<file path="config.mk">
export PLATFORM = sky130hd
export DESIGN_NAME = alu_arbiter
export DESIGN_NICKNAME = d
export VERILOG_FILES = /design/src/rtl/alu_pkg.sv /design/src/rtl/alu.sv /design/src/rtl/alu_rr_pick.sv /design/src/rtl/alu_arbiter.sv
export SDC_FILE = /design/constraint.sdc
export NUM_CORES = 1
export LEC_CHECK = 0
export ABC_CLOCK_PERIOD_IN_PS = 2400
export CAP_MARGIN = 15
export CORE_ASPECT_RATIO = 0.9
export CORE_MARGIN = 1.5
export CORE_UTILIZATION = 40
export CTS_BUF_LIST = sky130_fd_sc_hd__clkbuf_2
export CTS_CLUSTER_DIAMETER = 200
export DETAILED_ROUTE_END_ITERATION = 6
export PLACE_DENSITY = 0.71
export SYNTH_ARGS = -nofsm -noshare
export SYNTH_HDL_FRONTEND = slang
export SYNTH_SLANG_ARGS = --single-unit
</file>
<file path="constraint.sdc">
create_clock -name clk -period 2.4 [get_ports clk]
set_input_delay 0.24 -clock clk [delete_from_list [all_inputs] [get_ports clk]]
set_output_delay 0.24 -clock clk [all_outputs]
set_load 0.005 [all_outputs]
</file>
<file path="src/rtl/alu_pkg.sv">
// Shared definitions for the 4-bit ALU and its request arbiter.
// Holds operand width, ALU select codes and the arbiter FSM encoding.
package alu_pkg;

  localparam int ALU_W = 4;

  localparam logic [1:0] SEL_ADD = 2'b00;
  localparam logic [1:0] SEL_SUB = 2'b01;
  localparam logic [1:0] SEL_AND = 2'b10;
  localparam logic [1:0] SEL_OR  = 2'b11;

  typedef enum logic [1:0] {
    IDLE = 2'd0,
    EXEC = 2'd1,
    RESP = 2'd2
  } state_t;

endpackage

</file>
<file path="src/rtl/alu.sv">
// Combinational 4-bit ALU: ADD/SUB/AND/OR, zero latency, no flow control.
// Carry is the adder carry-out for ADD and the borrow for SUB.
module alu
  import alu_pkg::*;
(
  input  logic [ALU_W-1:0] A,
  input  logic [ALU_W-1:0] B,
  input  logic [1:0]       Sel,
  output logic [ALU_W-1:0] Result,
  output logic             Carry
);

  always_comb begin
    Result = '0;
    Carry  = 1'b0;
    case (Sel)
      SEL_ADD: {Carry, Result} = {1'b0, A} + {1'b0, B};
      // Bit 4 of the 5-bit difference is set exactly when A < B.
      SEL_SUB: {Carry, Result} = {1'b0, A} - {1'b0, B};
      SEL_AND: Result = A & B;
      SEL_OR:  Result = A | B;
      default: Result = '0;
    endcase
  end

endmodule

</file>
<file path="src/rtl/alu_rr_pick.sv">
// Combinational round-robin picker: first valid index at or above rr_ptr, wrapping.
// Zero latency; grant_vld is low when no request is valid.
module alu_rr_pick #(
  parameter int NREQ = 4,
  parameter int IDW  = 2
) (
  input  logic [NREQ-1:0] req_valid,
  input  logic [IDW-1:0]  rr_ptr,
  output logic            grant_vld,
  output logic [IDW-1:0]  grant_idx
);

  int             off;
  logic [IDW-1:0] idx;

  always_comb begin
    grant_vld = 1'b0;
    grant_idx = '0;
    off       = 0;
    idx       = '0;
    for (int i = 0; i < NREQ; i++) begin
      off = int'(rr_ptr) + i;
      if (off >= NREQ) off = off - NREQ;
      idx = IDW'(off);
      if (!grant_vld && req_valid[idx]) begin
        grant_vld = 1'b1;
        grant_idx = idx;
      end
    end
  end

endmodule

</file>
<file path="src/rtl/alu_arbiter.sv">
// Round-robin sharing of one ALU among NREQ requesters; response 2 cycles after accept.
// One op in flight; no request accepted in EXEC/RESP; RESP holds while rsp_ready is low.
module alu_arbiter
  import alu_pkg::*;
#(
  parameter int NREQ = 4,
  parameter int IDW  = 2
) (
  input  logic                  clk,
  input  logic                  rst,
  input  logic [NREQ-1:0]       req_valid,
  output logic [NREQ-1:0]       req_ready,
  input  logic [ALU_W*NREQ-1:0] req_a,
  input  logic [ALU_W*NREQ-1:0] req_b,
  input  logic [2*NREQ-1:0]     req_sel,
  output logic                  rsp_valid,
  input  logic                  rsp_ready,
  output logic [IDW-1:0]        rsp_id,
  output logic [ALU_W-1:0]      rsp_result,
  output logic                  rsp_carry,
  output logic                  busy
);

  state_t           state_q, state_d;
  logic [IDW-1:0]   rr_ptr_q, rr_ptr_d;
  logic [ALU_W-1:0] op_a_q, op_a_d, op_b_q, op_b_d;
  logic [1:0]       op_sel_q, op_sel_d;
  logic [IDW-1:0]   op_id_q, op_id_d;
  logic [IDW-1:0]   rsp_id_q, rsp_id_d;
  logic [ALU_W-1:0] rsp_result_q, rsp_result_d;
  logic             rsp_carry_q, rsp_carry_d;

  logic             grant_vld;
  logic [IDW-1:0]   grant_idx;
  logic [ALU_W-1:0] alu_result;
  logic             alu_carry;

  logic [ALU_W-1:0] a_arr   [NREQ];
  logic [ALU_W-1:0] b_arr   [NREQ];
  logic [1:0]       sel_arr [NREQ];

  for (genvar i = 0; i < NREQ; i++) begin : g_slice
    assign a_arr[i]   = req_a[ALU_W*i +: ALU_W];
    assign b_arr[i]   = req_b[ALU_W*i +: ALU_W];
    assign sel_arr[i] = req_sel[2*i +: 2];
  end

  alu_rr_pick #(.NREQ(NREQ), .IDW(IDW)) u_pick (
    .req_valid (req_valid),
    .rr_ptr    (rr_ptr_q),
    .grant_vld (grant_vld),
    .grant_idx (grant_idx)
  );

  alu u_alu (
    .A      (op_a_q),
    .B      (op_b_q),
    .Sel    (op_sel_q),
    .Result (alu_result),
    .Carry  (alu_carry)
  );

  always_comb begin
    req_ready = '0;
    if (state_q == IDLE && grant_vld) req_ready[grant_idx] = 1'b1;
  end

  always_comb begin
    state_d      = state_q;
    rr_ptr_d     = rr_ptr_q;
    op_a_d       = op_a_q;
    op_b_d       = op_b_q;
    op_sel_d     = op_sel_q;
    op_id_d      = op_id_q;
    rsp_id_d     = rsp_id_q;
    rsp_result_d = rsp_result_q;
    rsp_carry_d  = rsp_carry_q;
    case (state_q)
      IDLE: begin
        if (grant_vld) begin
          op_a_d   = a_arr[grant_idx];
          op_b_d   = b_arr[grant_idx];
          op_sel_d = sel_arr[grant_idx];
          op_id_d  = grant_idx;
          rr_ptr_d = (int'(grant_idx) == NREQ - 1) ? '0 : grant_idx + IDW'(1);
          state_d  = EXEC;
        end
      end
      EXEC: begin
        rsp_id_d     = op_id_q;
        rsp_result_d = alu_result;
        rsp_carry_d  = alu_carry;
        state_d      = RESP;
      end
      RESP: begin
        if (rsp_ready) state_d = IDLE;
      end
      default: state_d = IDLE;
    endcase
  end

  always_ff @(posedge clk or posedge rst) begin
    if (rst) begin
      state_q      <= IDLE;
      rr_ptr_q     <= '0;
      op_a_q       <= '0;
      op_b_q       <= '0;
      op_sel_q     <= '0;
      op_id_q      <= '0;
      rsp_id_q     <= '0;
      rsp_result_q <= '0;
      rsp_carry_q  <= 1'b0;
    end else begin
      state_q      <= state_d;
      rr_ptr_q     <= rr_ptr_d;
      op_a_q       <= op_a_d;
      op_b_q       <= op_b_d;
      op_sel_q     <= op_sel_d;
      op_id_q      <= op_id_d;
      rsp_id_q     <= rsp_id_d;
      rsp_result_q <= rsp_result_d;
      rsp_carry_q  <= rsp_carry_d;
    end
  end

  assign rsp_valid  = (state_q == RESP);
  assign rsp_id     = rsp_id_q;
  assign rsp_result = rsp_result_q;
  assign rsp_carry  = rsp_carry_q;
  assign busy       = (state_q != IDLE);

endmodule

</file>
# Word level (Yosys, flattened, before mapping)
# Cells that the tools add are included.
[totals]
inputBits = 47
reg_bits = 23
output_inout_bits = 13
[op_classes]
n_eq_ne = 8
n_mux = 38
n_reduce_logical = 13
n_addsub = 10
bitwise_logic = 3
magnitude_cmp = 11
[ops]
columns = ["operator", "n"]
rows = [
  ["$mux W2", 13],
  ["$mux W4", 5],
  ["$bmux W4 S2", 2],
  ["$pmux W4 S4", 1],
  ["$lt A2 B3 Y1 const B", 5],
  ["$ge A3 B3 Y1 const B", 4],
  ["$mux W1", 9],
  ["$bmux W1 S2", 4],
  ["$sub A2 B1 Y2 const B", 4],
  ["$add A2 B2 Y3 const B", 2],
  ["$eq A2 B1 Y1 const B", 3],
  ["$eq A2 B2 Y1 const B", 3],
  ["$pmux W2 S3", 1],
  ["$add A4 B4 Y5", 1],
  ["$logic_and A1 B1 Y1", 5],
  ["$sub A4 B4 Y5", 1],
  ["$and A4 B4 Y4", 1],
  ["$bmux W2 S2", 1],
  ["$logic_not A2 Y1", 2],
  ["$or A4 B4 Y4", 1],
  ["$reduce_and A2 Y1", 2],
  ["$add A2 B1 Y3 const B", 1],
  ["$ge A2 B3 Y1 const B", 1],
  ["$logic_not A1 Y1", 3],
  ["8 further kinds", 8],
]

# Longest topological paths before layout
# Gate-level depths: netlist (run 1).
[depth]
depth_word = 19
mapped_depth = 8

# Cells and area by module
# Synthesis (run 1) repeated with hierarchy kept, for this count alone.
[hier_totals]
hier_cells = 155
hier_area_um2 = 1798.0
[modules_own_cells]
columns = ["module", "area_each_um2", "instances", "cells_per_inst", "seq_area_each_um2"]
rows = [
  ["alu_arbiter", 1234.9, 1, 77, 575.6],
  ["alu", 485.5, 1, 63, 0.0],
  ["alu_rr_pick", 77.6, 1, 15, 0.0],
]

# Worst setup path before layout (run 1)
# No wires, ideal clock.
[synth_path]
kind = "reg-to-reg"
startpoint = "reg op_a_q[0]"
endpoint = "reg rsp_result_q[1] (netlist: rsp_result[1])"
stages_incl_launch_ff = 8
n_path_buf = 0
arrival_ns = 1.693
setup_time_ns = 0.083
path_slack_ns = 0.624
required_time_ns = 2.317
path_cell_list = "dfrtp_1 > inv_1 > ha_1 > inv_1 > fa_1 > inv_1 > mux4_2 > o21ai_0"
[synth_via]
elab_chain_cells = 2
word_cells_on_any_way = 3
cone_classes = "add/sub: 2; mux: 1"
[synth_rtl]
columns = ["element", "line_no", "rtl"]
rows = [
  ["start: declaration", "alu_arbiter.sv:26", "logic [ALU_W-1:0] op_a_q, op_a_d, op_b_q, op_b_d;"],
  ["start signal: assignment", "alu_arbiter.sv:116", "op_a_q <= op_a_d;"],
  ["$sub A4 B4 Y5 or $add A4 B4 Y5 (tied branches)", "alu.sv:19, alu.sv:17", ""],
  ["$pmux W4 S4 (*)", "alu.sv:16", "case (Sel)"],
  ["end signal: assignment", "alu_arbiter.sv:121", "rsp_result_q <= rsp_result_d;"],
  ["end: declaration", "alu_arbiter.sv:30", "logic [ALU_W-1:0] rsp_result_q, rsp_result_d;"],
]
# Mark *: on every way between the ends. The rest lies on a longest branch, timed or not.
# A chain may end at the register's enable or synchronous reset.

# Worst setup path in the final report (run 1)
[layout_path]
startpoint = "reg rr_ptr_q[1]"
endpoint = "out req_ready[3]"
[layout_via]
elab_chain_cells = 19
word_cells_on_any_way = 44
cone_classes = "add/sub: 7; order compare: 6; mux: 23; reduce/logical: 8"
[layout_rtl]
columns = ["element", "line_no", "rtl"]
rows = [
  ["start: declaration", "alu_arbiter.sv:25", "logic [IDW-1:0] rr_ptr_q, rr_ptr_d;"],
  ["start signal: assignment", "alu_arbiter.sv:115", "rr_ptr_q <= rr_ptr_d;"],
  ["branches (longest 18 deep; another with $add A2 B1 Y3)", "-", ""],
  ["$mux W4 (*)", "alu_arbiter.sv:65", "if (state_q == IDLE && grant_vld) req_ready[grant_idx] = 1'b1;"],
  ["end: declaration", "alu_arbiter.sv:12", "output logic [NREQ-1:0] req_ready,"],
]
# Every way passes the cells marked *. The select of a mux whose other input is x is not followed.

==> results of run 1 <==
==> sequential cells by signal, indices dropped and copies added, names as in the netlist <==
register,flops
op_b_q,4
op_id_q,2
rsp_result,4
op_sel_q,2
rsp_carry,1
rr_ptr_q,2
rsp_id,2
op_a_q,4
state_q,2
==> cell type report <==
type | count | area (sq um)
Fill cell | 405 | 1870
Multi-Input combinational cell | 135 | 1140
Timing Repair Buffer | 71 | 698
Sequential cell | 23 | 577
Inverter | 18 | 80.1
Tap cell | 62 | 77.6
Clock buffer | 4 | 20.0
==> layout by cell type (no fill, tap or decap), types with 4 or more instances in the layout <==
| master | n |
|---|---|
| a211oi_2 | 9 |
| a21oi_1 | 7 |
| a221oi_2 | 9 |
| and2_1 | 12 |
| buf_4 | 11 |
| clkbuf_2 | 4 |
| clkdlybuf4s50_1 | 57 |
| dfrtp_1 | 22 |
| ha_1 | 12 |
| inv_1 | 16 |
| mux2i_1 | 12 |
| nand2_1 | 10 |
| nand2b_1 | 4 |
| nor2_1 | 16 |
| o21ai_0 | 10 |
==> how the worst max path moves through the flow <==
stage                  from             to  slack, ns  depth (start not counted)
6_report        rr_ptr_q[1]   req_ready[3]       0.11                          6
3_3_place_gp   req_valid[0]   req_ready[0]       0.14                          6
2_1_floorplan     op_a_q[0]  rsp_result[1]       0.62                          7
4_1_cts         rr_ptr_q[1]   req_ready[1]       0.02                          5
5_1_grt         rr_ptr_q[1]   req_ready[3]      -0.03                          6
3_5_place_dp   req_valid[0]   req_ready[1]       0.09                          6
==> logic make-up after synthesis <==
| kind of cell | count (synthesis) | share of synthesized area, % |
|---|---|---|
| muxes | 16 | 9.63 |
| buffers and inverters | 29 | 9.23 |
| and+or+nand+nor | 55 | 15.5 |
| DFF | 23 | 30.8 |
| AOI/OAI and AO/OA | 47 | 23.3 |
| xor gates and xnor gates | 3 | 1.40 |
| adders and majority gates | 14 | 10.2 |
==> power by group <==
| part | total [mW] | switching, mW | leakage (nW) | internal [mW] |
|---|---|---|---|---|
| combinational | 1.90 | 0.916 | 0.895 | 0.980 |
| clock | 0.163 | 0.119 | 0.0166 | 0.0441 |
| sequential | 0.771 | 0.187 | 0.268 | 0.584 |
==> per-layer routing <==
| metal | vias up | track usage (%) | share of wire, % |
|---|---|---|---|
| li1 | 787 | - | - |
| met1 | 731 | 22.5 | 47 |
| met2 | 58 | 28.3 | 46 |
| met3 | 6 | 2.65 | 5.4 |
| met4 | 0 | 5.45 | 1.3 |
| met5 | - | 0 | 0 |
==> what timing repair did <==
item / CTS / global route
resized for setup: 2 / 6
pin swaps: 0 / 3
endpoints found under the hold margin: 0 / 0
endpoints found under the setup margin: 3 / 3
buffers inserted: 0 / 6
==> tightest hold or removal path, cell delays in order <==
cell and delay, ns:
clkdlybuf4s50_1 0.40, inv_1 0.05, buf_4 0.29
==> results.md, run 1 <==
- Hold Worst Slack: between 0.2 and 0.25 ns
- GRT Total Usage: around 17%
- Max Cap Viol: 0
- Routed wire length: slightly above 4000 um
- Vias: 1582
- Insertion delay to the later sink of the worst-skew pair: about 0.34 ns
- Placed cell count: just over 300
- Pwr dens: 1090 nW/um^2
- R2R Path Start: rr_ptr_q[1]
- R2R Setup Slk: 0.48 ns
- DRC: 0
- Die ar.: 5100 sq um
- Fin area: roughly 2600 sq um
- Pre-antenna DRT Iters: 5
- Diodes inserted: 0
- Worst path max stage delay: 0.52 ns
- Worst slew pin tran: approximately 0.58 ns
- Hold_buf cts: 0
- Placed cell areas: 2500 sq um
- Drt wl/cell: roughly 13 um
- H-tree Lvls: 1
- PnR worst setup slack: about 0.11 ns
- Power, Total: 2.83 mW
- CTS Buffer Depth: 2
- P&R area growth vs syn: 38.7%
- GRT Residual Overflow: 0
- Die H: approximately 68 um
- Worst R2R End: op_a_q[0]
- Net Count, Synth: between 200 and 250
- Status: completed
- Ys Warns: 0
- Critical path class: reg2out
- Slowest CP cell: clkdlybuf4s50_1
- Worst-path cell chain: a21oi_1, o21a_1, o22ai_2, buf_4, nor3_1, clkdlybuf4s50_1
- Drt via density: 5.05
- F_max: approximately 440 MHz
- Place WS: ~0.09 ns
- Setup Skew: just over 0.007 ns
- Crit path required time: 2.16 ns
- Distinct cell type count after synthesis: 44
- Global-route wire length before repair: ~6600 um
- Pleak: between 1 and 1.5 nW
- Post-synthesis cell count: 187
- Die width: approximately 75 um
- Top cells by area, synth: dfrtp_1, ha_1, a221oi_2
- Crit path max-delay family: buffers and inverters
- I/O pin cnt: 60
- Final core occ: about 58%
- Final net count: roughly 310
- GPL Wtd Cong: about 0.85
- Initial antenna violation count: 0
- Period utilization: between 90% and 100%
- Top post-synthesis cells by count: dfrtp_1, inv_1, nor2_1
- Clock Pin Slew Worst Setup and Hold Paths: around 0.22 ns
- Cell row count: 23
- Worst-path fanout max: 6
- Fin cells: 313
- Largest net degree at the start of global routing: 24
- Endpoints failing setup: 0
- CTS Buf Count: 3
- Hold WC Path Type: in2async
- Final ANT Viol Nets: 0
- PortBufs: 59
- Drt first-iter violations: 56
- Crit end category: output pin
- Top_reg_cell synth: dfrtp_1
- Cell taking the most area after synthesis: dfrtp_1
- Async S/R FF share, synth: 100%
- Max-slew headroom: roughly three fifths
- TritonCTS Sinks: 23
- Worst Setup Start Kind: flip-flop
- Synthesized flop and latch total: 23
- Vias in the first global route: around 1500
- Final Slew Violations: 0
- Sequential share of the synthesized area: 30.8%
- Worst Path Arrival: approximately 2 ns
- Final min period: 2.29 ns
- Syn Area/Cell: around 10 sq um
- Most common cell in the synthesized netlist: dfrtp_1
- Post-Route Setup TNS: 0 ns
- Share of layout cells above drive strength 1: around 20%
- Critical path buffers and inverters: 2
- Post-DP HPWL: 3040 um
- VDD IR max: 0.000736 V
- Root Buffer: clkbuf_2
- CTS tree: built
- Yosys top cell area share: 30.8%
- R2R depth: 5
- Hold Violations, Final: 0
- Initial Util: between 40% and 50%
- Core ar.: 4460 sq um
- EDFF count, synth: 0
- Syn Std Cell Area: between 1500 and 2000 sq um
No activity file was read; power rests on OpenSTA's default activity.
==> run 2, diff against run 1 <==
--- a/config.mk
+++ b/config.mk
@@ -14,6 +14,7 @@
 export CTS_CLUSTER_DIAMETER = 200
 export DETAILED_ROUTE_END_ITERATION = 6
 export PLACE_DENSITY = 0.71
+export SLEW_MARGIN = 20
 export SYNTH_ARGS = -nofsm -noshare
 export SYNTH_HDL_FRONTEND = slang
 export SYNTH_SLANG_ARGS = --single-unit
==> results of run 2 <==
The final DEF is identical to that of run 1; final timing and power are the same.
==> run 3, diff against run 2 <==
--- a/config.mk
+++ b/config.mk
@@ -6,7 +6,6 @@
 export NUM_CORES = 1
 export LEC_CHECK = 0
 export ABC_CLOCK_PERIOD_IN_PS = 2400
-export CAP_MARGIN = 15
 export CORE_ASPECT_RATIO = 0.9
 export CORE_MARGIN = 1.5
 export CORE_UTILIZATION = 40
@@ -14,6 +13,8 @@
 export CTS_CLUSTER_DIAMETER = 200
 export DETAILED_ROUTE_END_ITERATION = 6
 export PLACE_DENSITY = 0.71
+export RECOVER_POWER = 100
+export REMOVE_ABC_BUFFERS = 1
 export SLEW_MARGIN = 20
 export SYNTH_ARGS = -nofsm -noshare
 export SYNTH_HDL_FRONTEND = slang
==> results.md, run 3 (synthesis gave the netlist of run 1 again) <==
- Die H: 67.9 um (unchanged)
- Cell row count: 23 (unchanged)
- Worst R2R End: op_a_q[2]
- Crit path required time: 2.16 ns (about the same)
- Drt via density: 4.81 (-4.8%)
- Max-slew headroom: 21.2% (-40 points)
- Hold WC Path Type: in2reg
- Insertion delay to the later sink of the worst-skew pair: 0.33 ns (about the same)
- Pleak: 1.14 nW (-3.4%)
- Placed cell areas: 2490 sq um (-0.50%)
- R2R Setup Slk: 0.30 ns (-0.18 ns)
- Setup Skew: 0.00785 ns (+0.000694 ns)
- R2R depth: 6 (+1)
- Diodes inserted: 0 (unchanged)
- Final Slew Violations: 0 (unchanged)
- F_max: 424 MHz (-2.9%)
- Routed wire length: 3840 um (-4.6%)
- Pwr dens: 1060 nW/um^2 (-2.7%)
- Worst-path fanout max: 7 (+1)
- Slowest CP cell: clkdlybuf4s50_1
- Worst-path cell chain: mux2_4, nand2_2, nand3_4, nor3_1, clkdlybuf4s50_1
- VDD IR max: 0.000584 V (-21%)
- Die ar.: 5100 sq um (unchanged)
- Die width: 75.1 um (unchanged)
- Core ar.: 4460 sq um (unchanged)
- Crit end category: output pin
- Power, Total: 2.65 mW (-6.2%)
- Vias in the first global route: 1425 (-5.9%)
- H-tree Lvls: 1 (unchanged)
- Vias: 1487 (-6.0%)
- Most frequent cells in the layout: clkdlybuf4s50_1, dfrtp_1, nor2_1, inv_1
- P&R area growth vs syn: 33.6%
- Max Cap Viol: 0 (unchanged)
- CTS tree: built
- Final min period: 2.36 ns (+0.0674 ns)
- Final core occ: 56.0% (-2.1 points)
- Hold EP: state_q[1]
- Hold Violations, Final: 0 (unchanged)
- Fin area: 2500 sq um (-3.6%)
- Global-route wire length before repair: 6380 um (-3.8%)
- Status: completed
- Share of layout cells above drive strength 1: 14.6% (-4.9 points)
- Worst slew pin tran: 1.18 ns (+0.600 ns)
- Period utilization: 98.3% (+2.8 points)
- Drt first-iter violations: 73 (+30%)
- Root Buffer: clkbuf_2
- Drt wl/cell: 12.4 um (-3.4%)
- Post-Route Setup TNS: 0 ns (unchanged)
- PortBufs: 59 (unchanged)
- Critical path class: reg2out
- Final ANT Viol Nets: 0 (unchanged)
- Initial antenna violation count: 0 (unchanged)
- Hold_buf cts: 0 (unchanged)
- Initial Util: 41.9% (unchanged)
- Clock Pin Slew Worst Setup and Hold Paths: 0.21 ns (about the same)
- TritonCTS Sinks: 23 (unchanged)
- GPL Wtd Cong: 0.785 (-7.6%)
- Worst Path Arrival: 2.12 ns (+0.07 ns)
- WHS Path Cells: 2
- R2R Path Start: rr_ptr_q[1]
- Worst Setup Start Kind: flip-flop
- CTS Buf Count: 3 (unchanged)
- Largest net degree at the start of global routing: 24 (unchanged)
- GRT Residual Overflow: 0 (unchanged)
- Final net count: 309 (-1.3%)
- Commonest non-fill, non-tap cell in the layout: clkdlybuf4s50_1
- I/O pin cnt: 60 (unchanged)
- CTS Buffer Depth: 2 (unchanged)
- PnR worst setup slack: 0.0413 ns (-0.0674 ns)
- GRT Total Usage: 16.0% (-0.92 points)
- Pre-antenna DRT Iters: 4 (-1)
- Place WS: 0.0997 ns (+0.00948 ns)
- Post-DP HPWL: 3010 um (-0.87%)
- Worst path max stage delay: 0.54 ns (+0.02 ns)
- Hold path start: rsp_ready
- DRC: 0 (unchanged)
- Endpoints failing setup: 0 (unchanged)
## run 3: changes by cell type in the layout (fill, tap and decap cells not counted), sizes merged
| cell | previous run | this run |
|---|---|---|
| buf | 12 | 4 |
| clkbuf | 4 | 8 |
| clkdlybuf4s50 | 57 | 47 |
| dlygate4sd3 | 0 | 10 |
## run 3: timing repair
| action | in CTS | in global routing |
|---|---|---|
| gates resized for setup | 1 | 4 |
| buffers inserted | 0 | 2 |
| setup endpoints to repair | 1 | 4 |
| pin swaps | 0 | 0 |
## run 3: through the flow
step	hold WS [ns]	cells
6_report	0.468	309
5_1_grt	0.475	309
4_1_cts	0.204	307
3_5_place_dp	0.469	303
3_3_place_gp	0.460	303
2_1_floorplan	0.242	176
## run 3: where the power goes
group,leakage [nW],switching (mW),internal [mW],total (mW)
sequential,0.268,0.179,0.584,0.762
combinational,0.855,0.862,0.871,1.73
clock,0.0166,0.115,0.0441,0.159
## run 3: per-layer routing
layer / global-route usage (%) / vias up / part of all wire [%]
li1: - / 779 / -
met1: 22.9 / 656 / 48
met2: 25.3 / 50 / 45
met3: 3.39 / 2 / 6.0
met4: 2.73 / 0 / 0.50
met5: 0 / - / 0
## run 3: cell type report
type / instances / area, sq um
Inverter: 18 / 80.1
Sequential cell: 23 / 577
Clock buffer: 4 / 20.0
Fill cell: 403 / 1960
Multi-Input combinational cell: 135 / 1100
Timing Repair Buffer: 67 / 646
Tap cell: 62 / 77.6
## run 3: critical path: cells and delay by family, from the launching register on
family / cells / cell delay, ns
muxes: 1 / 0.32
buffers and inverters: 1 / 0.54
and+or+nand+nor: 3 / 0.42
DFF: 1 / 0.51
## run 3: worst max path at each step
stage | slack, ns | end | from
floorplan | 0.60 | op_a_q[0] | state_q[0]
global placement | 0.12 | op_a_q[0] | req_valid[0]
detailed placement | 0.1 | op_a_q[0] | req_valid[0]
CTS | 0.0006 | req_ready[2] | state_q[0]
global route | -0.07 | req_ready[3] | rr_ptr_q[1]
finish | 0.04 | req_ready[3] | rr_ptr_q[1]
